===== config.mk =====
export PLATFORM = sky130hd
export DESIGN_NAME = sti_rx
export DESIGN_NICKNAME = d
export VERILOG_FILES = /design/src/rtl/sti_rx.sv
export SDC_FILE = /design/constraint.sdc
export NUM_CORES = 1
export LEC_CHECK = 0
export BUFFER_PORTS_ARGS = -buffer_cell sky130_fd_sc_hd__buf_2
export CAP_MARGIN = 20
export CELL_PAD_IN_SITES_DETAIL_PLACEMENT = 0
export CELL_PAD_IN_SITES_GLOBAL_PLACEMENT = 1
export CORE_UTILIZATION = 40
export DETAILED_ROUTE_END_ITERATION = 6
export PLACE_DENSITY_LB_ADDON = 0.1
export SYNTH_ARGS = -nofsm -noshare
export SYNTH_HDL_FRONTEND = slang
export SYNTH_SLANG_ARGS = --single-unit

===== constraint.sdc =====
create_clock -name clk -period 3.2 [get_ports clk]
set_input_delay 0.64 -clock clk [delete_from_list [all_inputs] [get_ports clk]]
set_output_delay 0.64 -clock clk [all_outputs]
set_load 0.02 [all_outputs]

===== src/rtl/sti_rx.sv =====
// Serial-to-pixel receiver.
// Collects serial bits into bytes (MSB- or LSB-first per word) and writes
// them to consecutive addresses of a 256-byte pixel memory. When the frame's
// final word ends early, the remaining addresses are zero-filled. Once all
// 256 addresses are written, the block parks in DONE until reset.
module sti_rx (
  input  logic       clk,
  input  logic       reset,
  input  logic       si_data,
  input  logic       si_valid,
  input  logic       si_msb,
  input  logic       si_end,
  output logic       px_wr,
  output logic [7:0] px_addr,
  output logic [7:0] px_data,
  output logic       rx_err,
  output logic       rx_finish
);

  typedef enum logic [1:0] {
    IDLE = 2'd0,
    RECV = 2'd1,
    FILL = 2'd2,
    DONE = 2'd3
  } state_t;

  state_t      state_q;
  state_t      state_d;

  // Bit position within the byte being assembled; wraps 7 -> 0 on completion.
  logic [2:0]  bit_cnt_q;
  // Byte assembly register.
  logic [7:0]  shift_q;
  logic [7:0]  shift_d;
  // Next address to write. Bit 8 is set once address 255 has been written,
  // which stops the pointer from wrapping and marks the frame as full.
  logic [8:0]  wr_ptr_q;
  logic        ptr_full;

  // Control strobes decoded from the current state and inputs.
  logic        take_bit;     // shift si_data into the assembly register
  logic        byte_done;    // this bit completes a byte
  logic        partial_err;  // word ended mid-byte
  logic        fill_wr;      // zero-fill write this cycle

  assign ptr_full = wr_ptr_q[8];

  // The incoming bit enters at the low end (MSB-first, shift left) or at the
  // high end (LSB-first, shift right).
  assign shift_d = si_msb ? {shift_q[6:0], si_data}
                          : {si_data, shift_q[7:1]};

  // State register.
  always_ff @(posedge clk or posedge reset) begin
    // NOTE: sequential state uses non-blocking assignments so every register
    // samples pre-edge values; blocking here would create order-dependent races.
    if (reset) begin
      state_q <= IDLE;
    end else begin
      state_q <= state_d;
    end
  end

  // Next-state decode.
  always_comb begin
    // NOTE: a default before the case keeps every path assigned, so no latch
    // is inferred when a state does not change.
    state_d = state_q;
    case (state_q)
      IDLE: begin
        if (si_valid) begin
          state_d = RECV;
        end
      end
      RECV: begin
        // A full frame wins over everything else: remaining bits and a late
        // si_end are both irrelevant once address 255 is written.
        if (ptr_full) begin
          state_d = DONE;
        end else if (!si_valid) begin
          state_d = si_end ? FILL : IDLE;
        end
      end
      FILL: begin
        if (ptr_full) begin
          state_d = DONE;
        end
      end
      DONE: begin
        state_d = DONE;
      end
      default: begin
        state_d = IDLE;
      end
    endcase
  end

  // Output and datapath-control decode.
  always_comb begin
    take_bit    = 1'b0;
    partial_err = 1'b0;
    fill_wr     = 1'b0;
    rx_finish   = 1'b0;
    case (state_q)
      IDLE: begin
        // The first valid bit of a word is captured on the IDLE cycle itself.
        take_bit = si_valid;
      end
      RECV: begin
        take_bit    = si_valid && !ptr_full;
        // In RECV a low si_valid is always the falling edge of the word.
        partial_err = !si_valid && !ptr_full && (bit_cnt_q != 3'd0);
      end
      FILL: begin
        fill_wr = !ptr_full;
      end
      DONE: begin
        rx_finish = 1'b1;
      end
      default: begin
        take_bit = 1'b0;
      end
    endcase
  end

  assign byte_done = take_bit && (bit_cnt_q == 3'd7);

  // Byte assembly, write pointer and registered pixel-port outputs.
  always_ff @(posedge clk or posedge reset) begin
    if (reset) begin
      bit_cnt_q <= 3'd0;
      shift_q   <= 8'h00;
      wr_ptr_q  <= 9'd0;
      px_wr     <= 1'b0;
      px_addr   <= 8'h00;
      px_data   <= 8'h00;
      rx_err    <= 1'b0;
    end else begin
      px_wr  <= 1'b0;
      rx_err <= partial_err;

      if (take_bit) begin
        shift_q   <= shift_d;
        bit_cnt_q <= bit_cnt_q + 3'd1;
      end else if (partial_err) begin
        // Discard the partial byte so the next word starts on a clean boundary.
        shift_q   <= 8'h00;
        bit_cnt_q <= 3'd0;
      end

      // Completed bytes and zero-fill never coincide: they live in different
      // states. px_addr/px_data keep their last values between writes.
      if (byte_done) begin
        px_wr    <= 1'b1;
        px_data  <= shift_d;
        px_addr  <= wr_ptr_q[7:0];
        wr_ptr_q <= wr_ptr_q + 9'd1;
      end else if (fill_wr) begin
        px_wr    <= 1'b1;
        px_data  <= 8'h00;
        px_addr  <= wr_ptr_q[7:0];
        wr_ptr_q <= wr_ptr_q + 9'd1;
      end
    end
  end

endmodule


### Word-level counts from Yosys, hierarchy flattened

Index checks and enable logic that the tools add are counted.

| word-level totals | value |
|---|---|
| logic and storage cells | 51 |
| bits in registers | 40 |
| input bits | 6 |
| output and inout port bits | 19 |

| operators by class | value |
|---|---|
| reduce and logical (&&, ||, !) cells | 11 |
| equality and inequality tests | 7 |
| add/sub/neg operators | 2 |
| multiplexer cells | 23 |

Operators with widths:

| operator | count |
|---|---|
| two-way mux 8 bit | 7 |
| two-way mux 9 bit | 2 |
| two-way mux 2 bit | 5 |
| adder 9 x 1 -> 9 bit, second input constant | 1 |
| one-hot mux 2 bit (4 select lines) | 1 |
| two-way mux 3 bit | 2 |
| two-way mux 1 bit | 5 |
| == test 2 bit, second input constant | 2 |
| logical AND 1 bit | 4 |
| != test 2 bit, second input constant | 2 |
| nonzero test 2 bit | 2 |
| adder 3 x 1 -> 3 bit, second input constant | 1 |
| == test 3 bit, second input constant | 1 |
| != test 3 bit, second input constant | 1 |
| AND reduction 3 bit | 1 |
| nonzero test 3 bit | 1 |
| == test 2 x 1 -> 1 bit, second input constant | 1 |
| zero test 1 bit | 2 |
| zero test 2 bit | 1 |
| one-hot mux 1 bit (2 select lines) | 1 |

### Logic depth before layout (Yosys ltp)

Gate-level depths: netlist (run 1).

| logic depth | value |
|---|---|
| word-level depth | 6 |
| depth in mapped cells | 8 |
| depth with buffers taken out | 7 |

### Least setup slack after synthesis (run 1)

No wires, ideal clock.

| path | value |
|---|---|
| kind | reg2reg |
| start point | register bit_cnt_q[0] |
| end point | register wr_ptr_q[1] |
| setup time | 127 ps |
| arrival | 1,613 ps |
| cell stages (with the launch flop) | 7 |
| buffers on the path | 0 |
| data required time | 3,073 ps |
| slack | 1,459 ps |
| period minus slack after synthesis | 1,741 ps |
| cells stage by stage | dfrtp_1 > ha_1 > ha_1 > and4bb_1 > nor3_4 > inv_2 > mux2_1 |

| between the ends | value |
|---|---|
| cells in the longest elaborated chain, start to end | 3 |
| elaborated cells on any way between the ends | 4 |
| those cells by class | eq/ne (1); mux (1); reduce/logical (2) |

RTL lines:

| what | line | text |
|---|---|---|
| start, declared | 31 | `logic [2:0] bit_cnt_q;` |
| start signal, assigned | 144 | `bit_cnt_q <= bit_cnt_q + 3'd1;` |
| == test 3 bit * | 126 | `assign byte_done = take_bit && (bit_cnt_q == 3'd7);` |
| logical AND 1 bit * | 126 |  |
| two-way mux 9 bit or nonzero test 2 bit (tied branches) | - |  |
| end signal, assigned | 157 | `wr_ptr_q <= wr_ptr_q + 9'd1;` |
| end signal, assigned | 162 | `wr_ptr_q <= wr_ptr_q + 9'd1;` |
| end, declared | 37 | `logic [8:0] wr_ptr_q;` |

Mark *: on every way between the ends. The rest lies on a longest branch, timed or not.
A chain may end at the register's enable or synchronous reset.

### Worst setup path in the final report (run 1)

Ends and elaborated chain as after synthesis.

==> run summary, run 1 <==
design area = 2000 um^2
Final min period = 2130 ps
Clk pwr share = 0.385
post-synthesis cell area = 1760 um^2
Psw = 0.178 mW
commonest non-fill, non-tap cells in the layout = dfrtp_1, nand2_1, buf_2, mux2i_1
Site Rows = 23
Total GRT Usage = 0.152
clock buffer depth = 2
final hold vios = 0
Initial Util = 0.428
DR vias/cell = 4.97
synthesis-stage register bit count = 40
placed standard-cell area = 1910 um^2
area of the multi-input gates = 684 um^2
Port Buf Inserts = 24
die height = 68.4 um
Primary FF master, synth = dfrtp_1
ordered list of cells on the worst path = ha_1 > ha_1 > and4bb_1 > nor3_4 > inv_2 > mux2_1
WP data required = 3370 ps
drt first-iter violations = 81
max_cap viols = 0
Syn-to-layout area delta = 13.5%
Gate power share = 0.030
Crit Path Class = flop to flop
clock-pin slew on the worst setup and hold paths = 70 ps
CTS Hold Bufs = 0
critical path arrival = 2290 ps
Avg Cell Area, Syn = 11.3 um^2
Routed WL = 3140 um
number of CTS-inserted buffers = 5
largest net degree at the start of global routing = 41
Pwr per Cell Area = 435 nW/um^2
Final GP Congestion = 0.712
most common cell after layout, fill and taps aside = dfrtp_1
I/O Pins = 25
WL/cell = 13.5 um
TritonCTS clock tree = done
Root Buffer = clkbuf_8
Syn Inst Count = 156
Final ANT Viol Nets = 0
result of the run = finished, final reports clean
GRT overflow = 0
Fillers = 395
Synth async-reset ratio = 1.00
final layout net count = 192
Flop pwr share = 0.585
Seq/Total Area, Yosys = 0.568
Worst Path Max Fanout = 12
Detailed Routing Iterations Pass 1 = 4
Final Max Slew Viols = 0
setup repair bufs after CTS = 0
initial antenna violation count = 0
EDFF count, synth = 0
final setup TNS = 0 ps
storage element area = 1000 um^2
worst-margin pin slew = 490 ps
post-cts gate resize count = 0
Rel. slew slack = 0.673
P_int = 0.692 mW
syn_nets = 166
H-tree lvl count = 2
DIE WIDTH = 68.4 um
Unique masters post-synth = 33
Ant. Diodes = 0
first-pass GRT wire length = 5180 um
slowest library cell on the worst path = nor3_4
Critical Path Most Common Cell = ha_1
peak supply drop = 0.000272 V
Core ar. = 4120 um^2
routed via count = 1157
clock latency on the worst-skew pair = 290 ps
critical path's largest stage delay = 430 ps
fin crit share = 0.664
crit path launch type = flop
PnR Total Power = 0.869 mW
hpwl dp = 2280 um
layout cells sized above 1 = 0.208
synth warn = 0
final setup fails = 0
vias in the first global route = 1143
residual DRC count = 0
Crit. End Element = flop
clk sinks = 40
Hold WC Path Type = input pin to async pin
Util after Layout = 0.486
highest clock rate = 470 MHz
Clock Skews = 4.59 ps
leakage power = 1.05 nW
Die ar. = 4670 um^2
switching fraction of total power = 0.204
RSZ-0062 raised after global routing = false
-- worst paths after layout --
path / from / end / slack, ps / cells past startpoint
min in group clk: px_addr[3] / px_addr[3] / 460 / 2
max: bit_cnt_q[0] / wr_ptr_q[1] / 1070 / 6
max in group asynchronous: reset / state_q[0] / 2400 / 3
min reg2reg: px_addr[3] / px_addr[3] / 460 / 2
max reg2reg: bit_cnt_q[0] / wr_ptr_q[1] / 1070 / 6
min: reset / px_data[0] / 460 / 3
-- power by group through the flow --
stage	clock network, mW	logic, mW	registers [mW]
6_report	0.335	0.0259	0.509
5_1_grt	0.365	0.0306	0.509
4_1_cts	0.347	0.0273	0.509
3_5_place_dp	0	0.0273	0.518
3_3_place_gp	0	0.0261	0.518
2_1_floorplan	0	0.0177	0.518
-- Yosys cell counts, drive strengths merged (2+ instances only) --
library cell / n / area share
nand2: 38 / 0.081
clkbuf: 2 / 0.0043
a22o: 2 / 0.0099
nand3: 3 / 0.0085
inv: 7 / 0.015
xor2: 4 / 0.020
nor3: 5 / 0.026
mux2: 2 / 0.013
and4bb: 2 / 0.014
xnor2: 4 / 0.020
mux2i: 9 / 0.051
nor3b: 3 / 0.016
a21o: 2 / 0.0085
o2bb2ai: 8 / 0.040
o21ai: 9 / 0.026
buf: 5 / 0.024
dfrtp: 40 / 0.57
ha: 4 / 0.028
-- kinds of logic (layout without fill, tap and decap cells) --
| family | Yosys count | in the layout | synth area share |
|---|---|---|---|
| DFF | 40 | 40 | 0.568 |
| and+or+nand+nor | 56 | 56 | 0.164 |
| xor gates and xnor gates | 8 | 8 | 0.0398 |
| adders and majority gates | 4 | 4 | 0.0284 |
| AOI/OAI and AO/OA | 23 | 23 | 0.0923 |
| muxes | 11 | 11 | 0.0639 |
| buffers and inverters | 14 | 41 | 0.0433 |
-- per-layer routing --
layer / vias to the layer above / share of wire / track usage
li1: 579 / - / -
met1: 552 / 0.50 / 0.205
met2: 21 / 0.45 / 0.230
met3: 5 / 0.040 / 0.0400
met4: 0 / 0.012 / 0.0625
met5: - / 0 / 0
-- final cells by class --
cell class / count / share of cell area
Inverter: 7 / 0.0131
Timing Repair Buffer: 26 / 0.0676
Multi-Input combinational cell: 102 / 0.342
Sequential cell: 40 / 0.501
Clock buffer: 8 / 0.0451
Tap cell: 50 / 0.0313
-- stage by stage --
stage               setup slack [ps]  cells  hold WS, ps
finish                          1070    233          457
global route                     927    233          493
CTS                             1050    233          472
detailed placement              1030    225          455
global placement                1120    225          447
floorplan                       1460    156          455
-- state kept, by name (all words and copies together) (netlist names) --
register,count
bit_cnt_q,3
px_addr,8
px_data,8
px_wr,1
rx_err,1
shift_q,8
state_q,2
wr_ptr_q,9
-- critical path: cells and delay by family (launching register included) --
kind                     cells  cell delay (ps)
AND/OR/NAND/NOR              2              660
multiplexers                 1              340
buffers and inverters        1              200
flip-flops                   1              400
adder cells (fa/ha/maj)      2              410
(Power assumes the default switching activity.)
==> run 2: changes to the inputs <==
==> constraint.sdc (replaced) <==
create_clock -name clk -period 2.15 [get_ports clk]
set_input_delay 0.43 -clock clk [delete_from_list [all_inputs] [get_ports clk]]
set_output_delay 0.43 -clock clk [all_outputs]
set_load 0.02 [all_outputs]
==> run 2 against run 1 <==
  * Non-clock buffer count did not move
  * Die area unchanged
  * Final cell count is 0.43% lower
  * Critical path depth rose by 1
  * Worst hold slack got worse by 210 ps
  * Clock power up 40%
  * Critical endpoint is now wr_ptr_q[5]
==> run summary, run 2 (synthesized netlist as in run 1, its figures left out) <==
Syn-to-layout area delta = 12.8%
slowest library cell on the worst path = dfrtp_1
layout cells sized above 1 = 0.209 (+0.00114)
TritonCTS clock tree = done
residual DRC count = 0 (unchanged)
Crit Path Class = flop to flop
routed via count = 1172 (+1.3%)
Worst R2R End = wr_ptr_q[5]
commonest non-fill, non-tap cells in the layout = dfrtp_1, nand2_1, buf_2, mux2i_1
Final GP Congestion = 0.763 (+7.1%)
GRT overflow = 0 (unchanged)
Clock Skews = 2.25 ps (-2.34 ps)
Critical Path End = wr_ptr_q[5]
setup repair bufs after CTS = 0 (unchanged)
DR vias/cell = 5.05 (+1.7%)
final setup TNS = 0 ps (unchanged)
Rel. slew slack = 0.664 (-0.00986)
R2R Setup Slk = 190 ps (-880 ps)
DIE WIDTH = 68.4 um (unchanged)
clk sinks = 40 (unchanged)
Worst Path Max Fanout = 19 (+7)
WP data required = 2320 ps (-1050 ps)
final layout net count = 192 (unchanged)
Detailed Routing Iterations Pass 1 = 4 (unchanged)
PnR Total Power = 1.26 mW (+45%)
Core ar. = 4120 um^2 (unchanged)
Worst setup startpoint = bit_cnt_q[0]
Crit. End Element = flop
design area = 1990 um^2 (-0.63%)
hpwl dp = 2260 um (-0.63%)
largest net degree at the start of global routing = 41 (unchanged)
Port Buf Inserts = 24 (unchanged)
leakage power = 1.04 nW (-0.43%)
critical path arrival = 2130 ps (-160 ps)
post-cts gate resize count = 0 (unchanged)
worst-margin pin slew = 505 ps (+14.8 ps)
Critical Path Most Common Cell = ha_1
Pwr per Cell Area = 636 nW/um^2 (+46%)
vias in the first global route = 1113 (-2.6%)
RSZ-0062 raised after global routing = false
H-tree lvl count = 2 (unchanged)
Site Rows = 23 (unchanged)
Routed WL = 3180 um (+1.5%)
Worst R2R Path Depth = 7 (+1)
Ant. Diodes = 0 (unchanged)
highest clock rate = 511 MHz (+8.7%)
Root Buffer = clkbuf_8
peak supply drop = 0.000353 V (+30%)
result of the run = finished, final reports clean
clock buffer depth = 2 (unchanged)
reg2reg start = bit_cnt_q[0]
die height = 68.4 um (unchanged)
most common cell after layout, fill and taps aside = dfrtp_1
Total GRT Usage = 0.162 (+0.00982)
first-pass GRT wire length = 5380 um (+4.0%)
crit path launch type = flop
CTS Hold Bufs = 0 (unchanged)
initial antenna violation count = 0 (unchanged)
Final min period = 1960 ps (-170 ps)
placed standard-cell area = 1910 um^2 (unchanged)
drt first-iter violations = 48 (-41%)
clock latency on the worst-skew pair = 290 ps (about the same)
Final Max Slew Viols = 0 (unchanged)
I/O Pins = 25 (unchanged)
Initial Util = 0.428 (unchanged)
pre-CTS WS = 188 ps (-842 ps)
final worst setup slack = 194 ps (-880 ps)
Largest Register = wr_ptr_q
Hold WC Path Type = input pin to async pin
clock-pin slew on the worst setup and hold paths = 70 ps (about the same)
ordered list of cells on the worst path = ha_1 > ha_1 > and4bb_1 > nor3_4 > buf_4 > nor3_2 > xor2_1
critical path's largest stage delay = 400 ps (-30 ps)
max_cap viols = 0 (unchanged)
max reg flops = 9 (unchanged)
Die ar. = 4670 um^2 (unchanged)
final setup fails = 0 (unchanged)
number of CTS-inserted buffers = 5 (unchanged)
Final ANT Viol Nets = 0 (unchanged)
WL/cell = 13.7 um (+1.9%)
fin crit share = 0.910 (+0.246)
final hold vios = 0 (unchanged)
==> run 2: cell types whose count changed in the layout (fill, tap and decap cells not counted) <==
| cell | delta |
|---|---|
| clkbuf_1 | -1 |
| clkbuf_8 | -1 |
| clkinv_2 | +1 |
==> run 2: worst min path at each step <==
| stage | to | cells past startpoint |
|---|---|---|
| 2_1_floorplan | wr_ptr_q[5] | 1 |
| 3_3_place_gp | px_addr[3] | 2 |
| 3_5_place_dp | px_addr[7] | 2 |
| 4_1_cts | px_data[0] | 3 |
| 5_1_grt | px_data[0] | 3 |
| 6_report | px_data[0] | 3 |
==> run 2: final cells by class <==
cell class              instances  area (um^2)
clock buffers                   6         72.6
clock inverters                 1         5.00
fillers                       392         2130
inverters                       7         26.3
multi-input cells             102          684
flip-flops and latches         40         1000
well taps                      50         62.6
repair buffers                 26          135
==> run 2: critical path: cells and delay by family, from the launching register on <==
kind / cells / cell delay (ps)
fa+ha+maj: 2 / 410
buf+inv: 1 / 300
flops: 1 / 400
simple gates: 3 / 590
xor+xnor: 1 / 140
==> run 2: metrics by stage <==
stage,hold slack [ps],util,cells
floorplan,455,-,156
global placement,447,0.464,225
detailed placement,451,0.464,225
CTS,261,0.483,232
global route,298,0.483,232
finish,248,0.483,232
==> run 2: layer usage <==
layer,track usage,share of wire
met3,0.0483,0.044
met5,0,0
met1,0.217,0.49
met2,0.239,0.44
met4,0.0755,0.021
==> run 2: power by group <==
| group | total (mW) | switching, mW | internal (mW) |
|---|---|---|---|
| logic | 0.0383 | 0.0256 | 0.0127 |
| registers | 0.757 | 0.00214 | 0.755 |
| clock network | 0.469 | 0.248 | 0.221 |
| total | 1.26 | 0.276 | 0.988 |
==> run 3: changes to the inputs <==
--- a/config.mk
+++ b/config.mk
@@ -12,6 +12,7 @@
 export CORE_UTILIZATION = 40
 export DETAILED_ROUTE_END_ITERATION = 6
 export PLACE_DENSITY_LB_ADDON = 0.1
+export RECOVER_POWER = 25
 export SYNTH_ARGS = -nofsm -noshare
 export SYNTH_HDL_FRONTEND = slang
 export SYNTH_SLANG_ARGS = --single-unit
==> run 3 against run 2 <==
  * Sequential power about the same
  * Final cell count did not move
  * Largest cell class unchanged
  * Utilization shrank 0.061 points
  * Worst setup slack hardly changed
  * Cell area shrank 0.13%
  * Via count grew 0.43%
  * Clock skew about the same
  * Critical endpoint unchanged
  * Global-route usage did not move
==> run summary, run 3 (synthesized netlist as in run 1, its figures left out) <==
most common cell after layout, fill and taps aside = dfrtp_1
Crit Path Class = flop to flop
DIE WIDTH = 68.4 um (unchanged)
result of the run = finished, final reports clean
routed via count = 1177 (+0.43%)
Worst setup startpoint = bit_cnt_q[0]
RSZ-0062 raised after global routing = false
Hold WC Path Type = input pin to flop
Worst R2R End = wr_ptr_q[5]
Rel. slew slack = 0.347 (-0.317)
WP data required = 2320 ps (about the same)
Worst Path Max Fanout = 19 (unchanged)
clock latency on the worst-skew pair = 290 ps (about the same)
WL/cell = 13.7 um (-0.16%)
layout cells sized above 1 = 0.209 (unchanged)
peak supply drop = 0.000353 V (about the same)
GRT overflow = 0 (unchanged)
fin crit share = 0.910 (about the same)
Core ar. = 4120 um^2 (unchanged)
clk sinks = 40 (unchanged)
drt first-iter violations = 50 (+4.2%)
highest clock rate = 511 MHz (about the same)
setup repair bufs after CTS = 0 (unchanged)
I/O Pins = 25 (unchanged)
Critical Path End = wr_ptr_q[5]
Pwr per Cell Area = 637 nW/um^2 (about the same)
clock-pin slew on the worst setup and hold paths = 70 ps (about the same)
post-cts gate resize count = 0 (unchanged)
initial antenna violation count = 0 (unchanged)
crit path launch type = flop
Crit. End Element = flop
vias in the first global route = 1113 (unchanged)
H-tree lvl count = 2 (unchanged)
max reg flops = 9 (unchanged)
Initial Util = 0.428 (unchanged)
final layout net count = 192 (unchanged)
final setup TNS = 0 ps (unchanged)
hpwl dp = 2260 um (unchanged)
Final min period = 1960 ps (+0.458 ps)
Worst R2R Path Depth = 7 (unchanged)
worst-margin pin slew = 980 ps (+475 ps)
residual DRC count = 0 (unchanged)
final setup fails = 0 (unchanged)
clock buffer depth = 2 (unchanged)
Ant. Diodes = 0 (unchanged)
Final Max Slew Viols = 0 (unchanged)
Final GP Congestion = 0.763 (unchanged)
Util after Layout = 0.482 (-0.000609)
Clock Skews = 2.25 ps (+0.000110 ps)
max_cap viols = 0 (unchanged)
Die ar. = 4670 um^2 (unchanged)
Detailed Routing Iterations Pass 1 = 4 (unchanged)
critical path's largest stage delay = 400 ps (about the same)
die height = 68.4 um (unchanged)
Port Buf Inserts = 24 (unchanged)
TritonCTS clock tree = done
Critical Path Most Common Cell = ha_1
Routed WL = 3180 um (-0.16%)
commonest non-fill, non-tap cells in the layout = dfrtp_1, nand2_1, buf_2, mux2i_1
Total GRT Usage = 0.162 (unchanged)
Root Buffer = clkbuf_8
CTS Hold Bufs = 0 (unchanged)
DR vias/cell = 5.07 (+0.43%)
final hold vios = 0 (unchanged)
reg2reg start = bit_cnt_q[0]
slowest library cell on the worst path = dfrtp_1
first-pass GRT wire length = 5380 um (unchanged)
Site Rows = 23 (unchanged)
critical path arrival = 2130 ps (about the same)
largest net degree at the start of global routing = 41 (unchanged)
Largest Register = wr_ptr_q
Syn-to-layout area delta = 12.6%
ordered list of cells on the worst path = ha_1 > ha_1 > and4bb_1 > nor3_4 > buf_4 > nor3_2 > xor2_1
leakage power = 1.04 nW (about the same)
number of CTS-inserted buffers = 5 (unchanged)
Final ANT Viol Nets = 0 (unchanged)
R2R Setup Slk = 190 ps (about the same)
-- run 3: report_power, final --
part / total [mW] / internal [mW] / switching (mW)
registers: 0.757 / 0.755 / 0.00214
logic: 0.0377 / 0.0121 / 0.0256
clock network: 0.469 / 0.221 / 0.248
total: 1.26 / 0.988 / 0.276
-- run 3: cell type report --
type / instances / area (um^2)
Tap cell: 50 / 62.6
Clock buffer: 6 / 72.6
Clock inverter: 1 / 5.00
Fill cell: 392 / 2130
Sequential cell: 40 / 1000
Multi-Input combinational cell: 102 / 684
Inverter: 7 / 26.3
Timing Repair Buffer: 26 / 133
-- run 3: worst min-delay path by stage --
| stage | startpoint | endpoint | slack (ps) | cells past startpoint |
|---|---|---|---|---|
| after floorplan | wr_ptr_q[5] | wr_ptr_q[5] | 460 | 1 |
| after global placement | px_addr[3] | px_addr[3] | 450 | 2 |
| after detailed placement | px_addr[7] | px_addr[7] | 450 | 2 |
| after CTS | reset | px_data[0] | 260 | 3 |
| after global routing | si_valid | rx_err | 400 | 2 |
| final | si_valid | rx_err | 390 | 2 |
-- run 3: through the flow --
step                      hold slack [ps]  total power, mW  instances  setup slack, ps  area (um^2)
after floorplan                       455            0.798        156              409         1760
after global routing                  395             1.32        232             65.4         1980
after detailed placement              451            0.812        225              188         1910
final                                 392             1.26        232              193         1980
after CTS                             261             1.28        232              180         1990
after global placement                447            0.811        225              247         1910
-- run 3: worst max-delay path: cells and delay by family (launching register included) --
kind / cells / cell delay (ps)
buffers and inverters: 1 / 300
flip-flops: 1 / 400
XOR/XNOR: 1 / 140
adder cells (fa/ha/maj): 2 / 410
AND/OR/NAND/NOR: 3 / 590
-- run 3: metal layers --
| metal | vias up | global-route usage | part of all wire |
|---|---|---|---|
| li1 | 583 | - | - |
| met1 | 560 | 0.217 | 0.49 |
| met2 | 27 | 0.239 | 0.44 |
| met3 | 7 | 0.0483 | 0.046 |
| met4 | 0 | 0.0755 | 0.021 |
| met5 | - | 0 | 0 |
